## src/rtl/lsu_ctrl_pkg.sv

```systemverilog
// Shared constants for the load/store unit: op codes, FSM states,
// and small helpers for size, alignment, byte enables and lane data.
package lsu_ctrl_pkg;

    localparam logic [2:0] LT_LB  = 3'b000;
    localparam logic [2:0] LT_LH  = 3'b001;
    localparam logic [2:0] LT_LW  = 3'b010;
    localparam logic [2:0] LT_LBU = 3'b100;
    localparam logic [2:0] LT_LHU = 3'b101;

    localparam logic [1:0] ST_SB = 2'b00;
    localparam logic [1:0] ST_SH = 2'b01;
    localparam logic [1:0] ST_SW = 2'b10;

    typedef enum logic [1:0] {
        S_IDLE = 2'd0,
        S_WAIT = 2'd1,
        S_RESP = 2'd2
    } lsu_state_e;

    typedef enum logic [1:0] {
        SZ_B   = 2'd0,
        SZ_H   = 2'd1,
        SZ_W   = 2'd2,
        SZ_BAD = 2'd3
    } size_e;

    function automatic size_e load_size(input logic [2:0] lt);
        size_e sz;
        case (lt)
            LT_LB, LT_LBU: sz = SZ_B;
            LT_LH, LT_LHU: sz = SZ_H;
            LT_LW:         sz = SZ_W;
            default:       sz = SZ_BAD;
        endcase
        return sz;
    endfunction

    function automatic size_e store_size(input logic [1:0] st);
        size_e sz;
        case (st)
            ST_SB:   sz = SZ_B;
            ST_SH:   sz = SZ_H;
            ST_SW:   sz = SZ_W;
            default: sz = SZ_BAD;
        endcase
        return sz;
    endfunction

    // Unknown codes are never aligned so they finish as misaligned errors.
    function automatic logic aligned(input size_e sz, input logic [1:0] off);
        logic ok;
        case (sz)
            SZ_B:    ok = 1'b1;
            SZ_H:    ok = ~off[0];
            SZ_W:    ok = (off == 2'b00);
            default: ok = 1'b0;
        endcase
        return ok;
    endfunction

    function automatic logic [3:0] byte_en(input size_e sz, input logic [1:0] off);
        logic [3:0] be;
        case (sz)
            SZ_B:    be = 4'b0001 << off;
            SZ_H:    be = 4'b0011 << off;
            default: be = 4'b1111;
        endcase
        return be;
    endfunction

    function automatic logic [31:0] lane_data(input size_e sz, input logic [31:0] d);
        logic [31:0] w;
        case (sz)
            SZ_B:    w = {4{d[7:0]}};
            SZ_H:    w = {2{d[15:0]}};
            default: w = d;
        endcase
        return w;
    endfunction

endpackage

```

## src/rtl/lsu_ctrl_load_extend.sv

```systemverilog
// Load result formatter: picks the byte/half from the aligned word
// and sign- or zero-extends it according to the load type.
module load_extend
    import lsu_ctrl_pkg::*;
(
    input  logic [31:0] word,
    input  logic [1:0]  offset,
    input  logic [2:0]  ltype,
    output logic [31:0] result
);

    logic [7:0]  b;
    logic [15:0] h;

    assign b = word[{offset, 3'b000} +: 8];
    assign h = offset[1] ? word[31:16] : word[15:0];

    // Extension select; unknown types yield zero.
    always_comb begin
        result = '0;
        case (ltype)
            LT_LB:   result = {{24{b[7]}}, b};
            LT_LBU:  result = {24'd0, b};
            LT_LH:   result = {{16{h[15]}}, h};
            LT_LHU:  result = {16'd0, h};
            LT_LW:   result = word;
            default: result = '0;
        endcase
    end

endmodule

```

## src/rtl/lsu_ctrl.sv

```systemverilog
// Load/store controller: accepts one pipeline memory op at a time,
// drives a held memory request, and returns a one-cycle response.
module lsu_ctrl
    import lsu_ctrl_pkg::*;
#(
    parameter int unsigned TIMEOUT = 16
) (
    input  logic        clk,
    input  logic        rst_n,
    input  logic        req_valid,
    output logic        req_ready,
    input  logic        req_we,
    input  logic [2:0]  req_ltype,
    input  logic [1:0]  req_stype,
    input  logic [31:0] req_addr,
    input  logic [31:0] req_wdata,
    output logic        mem_req,
    output logic        mem_we,
    output logic [31:0] mem_addr,
    output logic [3:0]  mem_be,
    output logic [31:0] mem_wdata,
    input  logic        mem_ack,
    input  logic [31:0] mem_rdata,
    output logic        rsp_valid,
    output logic [31:0] rsp_rdata,
    output logic        rsp_misalign,
    output logic        rsp_timeout
);

    localparam int unsigned CW = (TIMEOUT > 1) ? $clog2(TIMEOUT) : 1;
    localparam logic [CW-1:0] LAST = CW'(TIMEOUT - 1);

    lsu_state_e  state_q;
    logic [CW-1:0] cnt_q;
    logic        we_q;
    logic [2:0]  ltype_q;
    logic [1:0]  off_q;
    logic [29:0] addr_q;
    logic [3:0]  be_q;
    logic [31:0] wdata_q;
    logic [31:0] rdata_q;
    logic        mis_q;
    logic        to_q;

    size_e       sz_in;
    logic        ok_in;
    logic [3:0]  be_in;
    logic [31:0] wd_in;
    logic [31:0] ext;

    assign sz_in = req_we ? store_size(req_stype) : load_size(req_ltype);
    assign ok_in = aligned(sz_in, req_addr[1:0]);
    assign be_in = req_we ? byte_en(sz_in, req_addr[1:0]) : 4'b1111;
    assign wd_in = req_we ? lane_data(sz_in, req_wdata) : 32'd0;

    // Request capture, memory wait with timeout, single-cycle response.
    always_ff @(posedge clk or negedge rst_n) begin
        if (!rst_n) begin
            state_q <= S_IDLE;
            cnt_q   <= '0;
            we_q    <= 1'b0;
            ltype_q <= '0;
            off_q   <= '0;
            addr_q  <= '0;
            be_q    <= '0;
            wdata_q <= '0;
            rdata_q <= '0;
            mis_q   <= 1'b0;
            to_q    <= 1'b0;
        end else begin
            case (state_q)
                S_IDLE: begin
                    if (req_valid) begin
                        we_q    <= req_we;
                        ltype_q <= req_ltype;
                        off_q   <= req_addr[1:0];
                        addr_q  <= req_addr[31:2];
                        be_q    <= be_in;
                        wdata_q <= wd_in;
                        rdata_q <= '0;
                        cnt_q   <= '0;
                        to_q    <= 1'b0;
                        mis_q   <= ~ok_in;
                        state_q <= ok_in ? S_WAIT : S_RESP;
                    end
                end
                S_WAIT: begin
                    if (mem_ack) begin
                        rdata_q <= we_q ? 32'd0 : mem_rdata;
                        state_q <= S_RESP;
                    end else if (cnt_q == LAST) begin
                        to_q    <= 1'b1;
                        state_q <= S_RESP;
                    end else begin
                        cnt_q <= cnt_q + 1'b1;
                    end
                end
                S_RESP: state_q <= S_IDLE;
                default: state_q <= S_IDLE;
            endcase
        end
    end

    load_extend u_ext (
        .word   (rdata_q),
        .offset (off_q),
        .ltype  (ltype_q),
        .result (ext)
    );

    assign req_ready    = (state_q == S_IDLE);
    assign mem_req      = (state_q == S_WAIT);
    assign mem_we       = mem_req & we_q;
    assign mem_addr     = {addr_q, 2'b00};
    assign mem_be       = be_q;
    assign mem_wdata    = wdata_q;
    assign rsp_valid    = (state_q == S_RESP);
    assign rsp_misalign = rsp_valid & mis_q;
    assign rsp_timeout  = rsp_valid & to_q;
    assign rsp_rdata    = (rsp_valid && !we_q && !mis_q && !to_q) ? ext : 32'd0;

endmodule
```

## config.mk

```make
export PLATFORM = sky130hd
export DESIGN_NAME = lsu_ctrl
export DESIGN_NICKNAME = d
export VERILOG_FILES = /design/src/rtl/lsu_ctrl_pkg.sv /design/src/rtl/lsu_ctrl_load_extend.sv /design/src/rtl/lsu_ctrl.sv
export SDC_FILE = /design/constraint.sdc
export NUM_CORES = 1
export LEC_CHECK = 0
export ABC_AREA = 1
export BUFFER_PORTS_ARGS = -buffer_cell sky130_fd_sc_hd__clkbuf_2
export CAP_MARGIN = 10
export CORE_MARGIN = 1.5
export CORE_UTILIZATION = 35
export CTS_CLUSTER_SIZE = 20
export DETAILED_ROUTE_END_ITERATION = 6
export MAX_ROUTING_LAYER = met4
export PLACE_DENSITY = 0.64
export SLEW_MARGIN = 20
export SYNTH_ARGS = -nofsm -noshare
export SYNTH_HDL_FRONTEND = slang
export SYNTH_SLANG_ARGS = --single-unit
```

## constraint.sdc

```tcl
create_clock -name clk -period 1.5 [get_ports clk]
set_clock_uncertainty 0.1 [all_clocks]
set_input_delay 0.075 -clock clk [delete_from_list [all_inputs] [get_ports clk]]
set_output_delay 0.075 -clock clk [all_outputs]
set_load 0.02 [all_outputs]
```

# After elaboration in Yosys (flattened, before gate mapping)
# Index checks and enable logic that the tools add are counted.
[classes]
addsub = 1
n_mul = 0
div = 0
order_cmp = 0
eq_ne = 21
shift = 3
n_mux = 28
bitwise_logic = 5
reduce_logical = 20
[op_table]
columns = ["operator", "count"]
rows = [
  ["2-to-1 mux 32 bit", 5],
  ["one-hot mux 32 bit (5 select lines)", 1],
  ["one-hot mux 32 bit (2 select lines)", 2],
  ["variable part select 32 x 6 -> 8 bit", 1],
  ["2-to-1 mux 16 bit", 1],
  ["2-to-1 mux 4 bit", 4],
  ["one-hot mux 4 bit (2 select lines)", 2],
  ["== test 3 bit (second input constant)", 4],
  ["one-hot mux 2 bit (3 select lines)", 2],
  ["2-to-1 mux 2 bit", 5],
  ["logical NOT 2 bit", 4],
  ["AND reduction 4 bit", 2],
  ["== test 2 x 1 -> 1 bit (second input constant)", 3],
  ["== test 2 bit (second input constant)", 3],
  ["== test 3 x 1 -> 1 bit (second input constant)", 2],
  ["== test 3 x 2 -> 1 bit (second input constant)", 2],
  ["logical NOT 3 bit", 2],
  ["inequality test 2 bit (second input constant)", 3],
  ["adder 4 x 1 -> 4 bit (second input constant)", 1],
  ["== test 4 bit (second input constant)", 1],
  ["inequality test 2 x 1 -> 1 bit (second input constant)", 2],
  ["one-hot mux 2 bit (2 select lines)", 1],
  ["AND reduction 2 bit", 2],
  ["OR reduction 2 bit", 2],
  ["12 further kinds", 21],
]
[word_totals]
ff_bits = 112
latchBits = 0
ramBits = 0
romBits = 0
in_bits = 106
out_inout_bits = 106
wordCells = 89
memories = 0

# Depth between registers and ports, before layout
[logic_depth]
depth_word = 9
mapped_depth = 10
mapped_depth_nobuf = 9

# By module
# A second synthesis with hierarchy kept.
[hier_totals]
cells_unflattened = 830
hier_area_um2 = 5914.4
[modules_own_cells]
columns = ["mod", "n_inst", "cells_per_inst", "area_per_inst_um2", "seq_area_each_um2"]
rows = [
  ["lsu_ctrl", 1, 632, 5017.3, 2802.7],
  ["load_extend", 1, 198, 897.1, 0.0],
]

# Worst setup path before layout
# Ideal clock, no wire load.
[synth_path]
path_type = "register to output"
from = "reg state_q[0]"
to = "out rsp_rdata[10]"
arrival_ns = 1.497
required_ns = 1.325
path_slack_ns = -0.172
stages_incl_launch_ff = 8
path_buffers = 0
cell_sequence = "dfrtp_1 > inv_1 > nand2_1 > inv_2 > nand4_4 > nor2_4 > inv_2 > a21oi_1"
[synth_between]
elab_chain_len = 5
[synth_rtl]
columns = ["item", "line_no", "text"]
rows = [
  ["start: declaration", "lsu_ctrl.sv:33", "lsu_state_e state_q;"],
  ["start signal: assignment", "lsu_ctrl.sv:84", "state_q <= ok_in ? S_WAIT : S_RESP;"],
  ["== test 2 bit", "lsu_ctrl.sv:117", "assign rsp_valid = (state_q == S_RESP);"],
  ["named net rsp_valid", "lsu_ctrl.sv:24", "output logic rsp_valid,"],
  ["logical AND 1 bit (3 in series)", "lsu_ctrl.sv:120", "assign rsp_rdata = (rsp_valid && !we_q && !mis_q && !to_q) ? ext : 32'd0;"],
  ["2-to-1 mux 32 bit", "lsu_ctrl.sv:120", ""],
  ["end: declaration", "lsu_ctrl.sv:25", "output logic [31:0] rsp_rdata,"],
]
# The timed path passes the listed nets, and every way through them passes these cells.

# Worst setup path in the final report
[layout_path]
from = "reg off_q[1]"
to = "out rsp_rdata[29]"
[layout_between]
elab_chain_len = 3
[layout_rtl]
columns = ["item", "line_no", "text"]
rows = [
  ["start: declaration", "lsu_ctrl.sv:37", "logic [1:0] off_q;"],
  ["start signal: assignment", "lsu_ctrl.sv:76", "off_q <= req_addr[1:0];"],
  ["variable part select 32 x 6 -> 8 bit / 2-to-1 mux 16 bit (equally long branches)", "lsu_ctrl_load_extend.sv:15, lsu_ctrl_load_extend.sv:16", ""],
  ["one-hot mux 32 bit (5 select lines) *", "lsu_ctrl_load_extend.sv:21", "case (ltype)"],
  ["2-to-1 mux 32 bit *", "lsu_ctrl.sv:120", ""],
]
# Mark *: on every way between the ends. The rest lies on a longest branch, timed or not.

==> flow_summary.toml <==
[status]
status = "finished, violations left"
violations = "setup timing"

[routing]
drc = 0
drt_iter0_markers = 384
routed_wirelength_um = 21100
wl_per_cell_um = 15.6
drtAntennaViolNets = 0
vias = 6494
vias_per_cell = 4.81
firstDrtPassIters = 5

[clock_network]
numCtsBuffers = 9
clk_latency_ps = 360
clockBufferDepth = 2
htreeDepth = 3
cts_tree = "yes"
cts_num_sinks = 112
clk_pin_slew_ps = 80
clockRootBuffer = "clkbuf_16"

[timing]
slew_violations = 0
rsz0062_at_grt = "yes"
fmax_mhz = 505
hold_viol = 0
fin_tns_setup_ps = -17970
fin_ws_ps = -479
fin_crit_ps = 1980
finalSetupViolCount = 111
maxSlewHeadroom_pct = 58.0
timing.final.crit_share_pct = 132
holdWs_ps = 23.1
worst_slew_pin_slew_ps = 627

[run]
max-cap-violations = 0

[yosys]
synth_area_leader_cell = "dfrtp_1"
yosys.cell_count.top_type = "nand2_1"
synth.top_cells.by_count = "nand2_1 (255), dfrtp_1 (112), nor2_1 (79), inv_1 (75), o21ai_0 (69)"
seq_area_frac_synth_pct = 48.6
ys.flop_type = "dfrtp_1"
yosysWarnings = 0
synth.area.top_cells = "dfrtp_1 (49%), nand2_1 (17%), o21ai_0 (6.0%), nor2_1 (5.1%), inv_1 (4.9%)"
ys_ff_latch = 112
synth-edff-count = 0
synth_cell_types = 32
avgSynthCellArea_um2 = 7.50
synth_area_um2 = 5770
async_flop_share_pct = 100
synthCells = 769
synth_top_area_share_pct = 48.6

[min_path]
hold-path-endpoint = "mem_wdata[31]"
hold_path_class = "in2reg"
hold_depth = 5
worstHoldStart = "req_wdata[31]"

[global_route]
grtUsageTotal_pct = 23.0
grt_pass1_vias = 6235
antenna_found_initial = 0
grt_pass1_wl_um = 31100
gr-total-overflow = 0
grt_max_degree = 74

[layout]
drive_above_1_share_pct = 39.6
antenna_cells = 0
stdcell_area_um2 = 10100
nets = 1236
area_growth_pct = 75.0
utilization_pct = 63.1
fill_cells = 1334

[setup_path]
critical-path-max-stage-delay_ps = 470
r2r_end = "mem_wdata[14]"
start_kind = "flip-flop"
critical_path_class = "reg2out"
crit_arrival_ps = 1800
cp.depth = 9
worst-path-buf-inv = 3
reg2reg_depth = 9
cp-end-kind = "output pin"
cpMostUsedCell = "nand2_2"
required_ps = 1320
path_cells = "inv_2, nand2_1, nand2_2, nand2_2, nand2_4, nand2_8, buf_12, a21oi_4, clkbuf_8"
cpLargestDelayFamily = "flip-flops"
worstReg2RegStart = "state_q[1]"
crit_fanout = 5
r2r_slack_ps = -140
slowest_stage = "dfrtp_2"

[floorplanning]
die_w_um = 131
io_pins = 212
die_area_um2 = 17300
dieHeight_um = 131
num_rows = 46
core_region_area_um2 = 16000
initial_core_util_pct = 36.1

[power]
p_leak_uw = 0.00494
p_per_area_nw_per_um2 = 1680
vdd_drop_max_mv = 0.932

[placement]
port-buffer-count = 209
hpwlAfterDp_um = 12700
place_area_um2 = 7450
gp_congestion = 0.868
## final cells by class
| type | instances | area, µm² | share of cell area (%) |
|---|---|---|---|
| Tap cell | 216 | 270 | 2.68 |
| Multi-Input combinational cell | 538 | 3050 | 30.2 |
| Inverter | 81 | 332 | 3.28 |
| Sequential cell | 112 | 2810 | 27.8 |
| Clock inverter | 6 | 50.0 | 0.496 |
| Clock buffer | 10 | 229 | 2.27 |
| Timing Repair inverter | 1 | 6.26 | 0.0620 |
| Timing Repair Buffer | 386 | 3350 | 33.2 |
## routing by layer
| metal | share of wire, % | track usage [%] | up-vias |
|---|---|---|---|
| met1 | 40 | 27.5 | 3092 |
| met5 | 0 | - | - |
| met2 | 52 | 39.1 | 233 |
| met3 | 5.5 | 3.86 | 40 |
| met4 | 2.6 | 8.09 | 0 |
| li1 | - | - | 3129 |
## state kept, by name, indices dropped and copies added, names as in the netlist
register	flops
rdata_q	32
mem_wdata	32
we_q	1
ltype_q	3
addr_q	30
state_q	2
to_q	1
mem_be	4
off_q	2
mis_q	1
cnt_q	4
## cell usage in the layout (no fill, tap or decap), types with 7 or more instances in the layout
cell type        n
buf_12          14
nor2_2           9
o21ai_0         34
o21ai_1         28
nand2_1        228
dlygate4sd3_1  100
a21oi_1         11
nand3_2         14
nand3_1         39
nor2_1          59
clkbuf_8         7
clkbuf_2       172
o21ai_2         10
a21oi_4         18
dfrtp_1        108
inv_2           14
a21oi_2         17
nand2_2         25
inv_1           62
nor2_4          16
buf_6           20
clkbuf_16       16
o211ai_1         7
buf_8           21
buf_4           42
## power by group
| group | internal [µW] | switching, µW | total (µW) |
|---|---|---|---|
| sequential | 4260 | 815 | 5080 |
| clock | 1160 | 1210 | 2370 |
| combinational | 3920 | 5570 | 9490 |
| total | 9340 | 7600 | 16900 |
## how the worst max path moves through the flow
stage | start | to | slack [ps]
CTS | ltype_q[1] | rsp_rdata[24] | -450
floorplan | ltype_q[1] | rsp_rdata[15] | -90
finish | off_q[1] | rsp_rdata[29] | -480
detailed placement | off_q[1] | rsp_rdata[7] | -100
global placement | off_q[1] | rsp_rdata[13] | -70
global route | ltype_q[1] | rsp_rdata[29] | -560
## stage by stage
step | std cells | setup WS [ps] | total power, µW
4_1_cts | 1328 | -455 | 15400
5_1_grt | 1350 | -555 | 17900
6_report | 1350 | -479 | 16900
3_3_place_gp | 1203 | -69.6 | 12100
3_5_place_dp | 1203 | -104 | 12200
2_1_floorplan | 770 | -91.8 | 9380
## worst reg2reg max path: cells and delay by family (launching register included)
| family | cells | cell delay [ps] |
|---|---|---|
| compound gates | 1 | 140 |
| flops | 1 | 410 |
| buf+inv | 3 | 420 |
| simple gates | 5 | 520 |
## cell families (layout without fill, tap and decap cells)
family | Yosys count | in the layout | share of synthesized area [%]
AO/OA/AOI/OAI | 127 | 127 | 11.9
XOR/XNOR | 1 | 1 | 0.152
adder cells (fa/ha/maj) | 1 | 1 | 0.217
buffers and inverters | 120 | 484 | 9.50
flip-flops | 112 | 112 | 48.6
other | 1 | 2 | 0.0650
AND/OR/NAND/NOR | 407 | 407 | 29.6
## timing repair
action / 4_1_cts / 5_1_grt
gates resized for setup: 122 / 188
setup buffers: 7 / 14
pin swaps: 16 / 42
cloned: 2 / 9
endpoints found under the hold margin: 213 / 0
hold buffers: 100 / 0
setup endpoints to repair: 36 / 124
No activity file was read; power rests on OpenSTA's default activity.
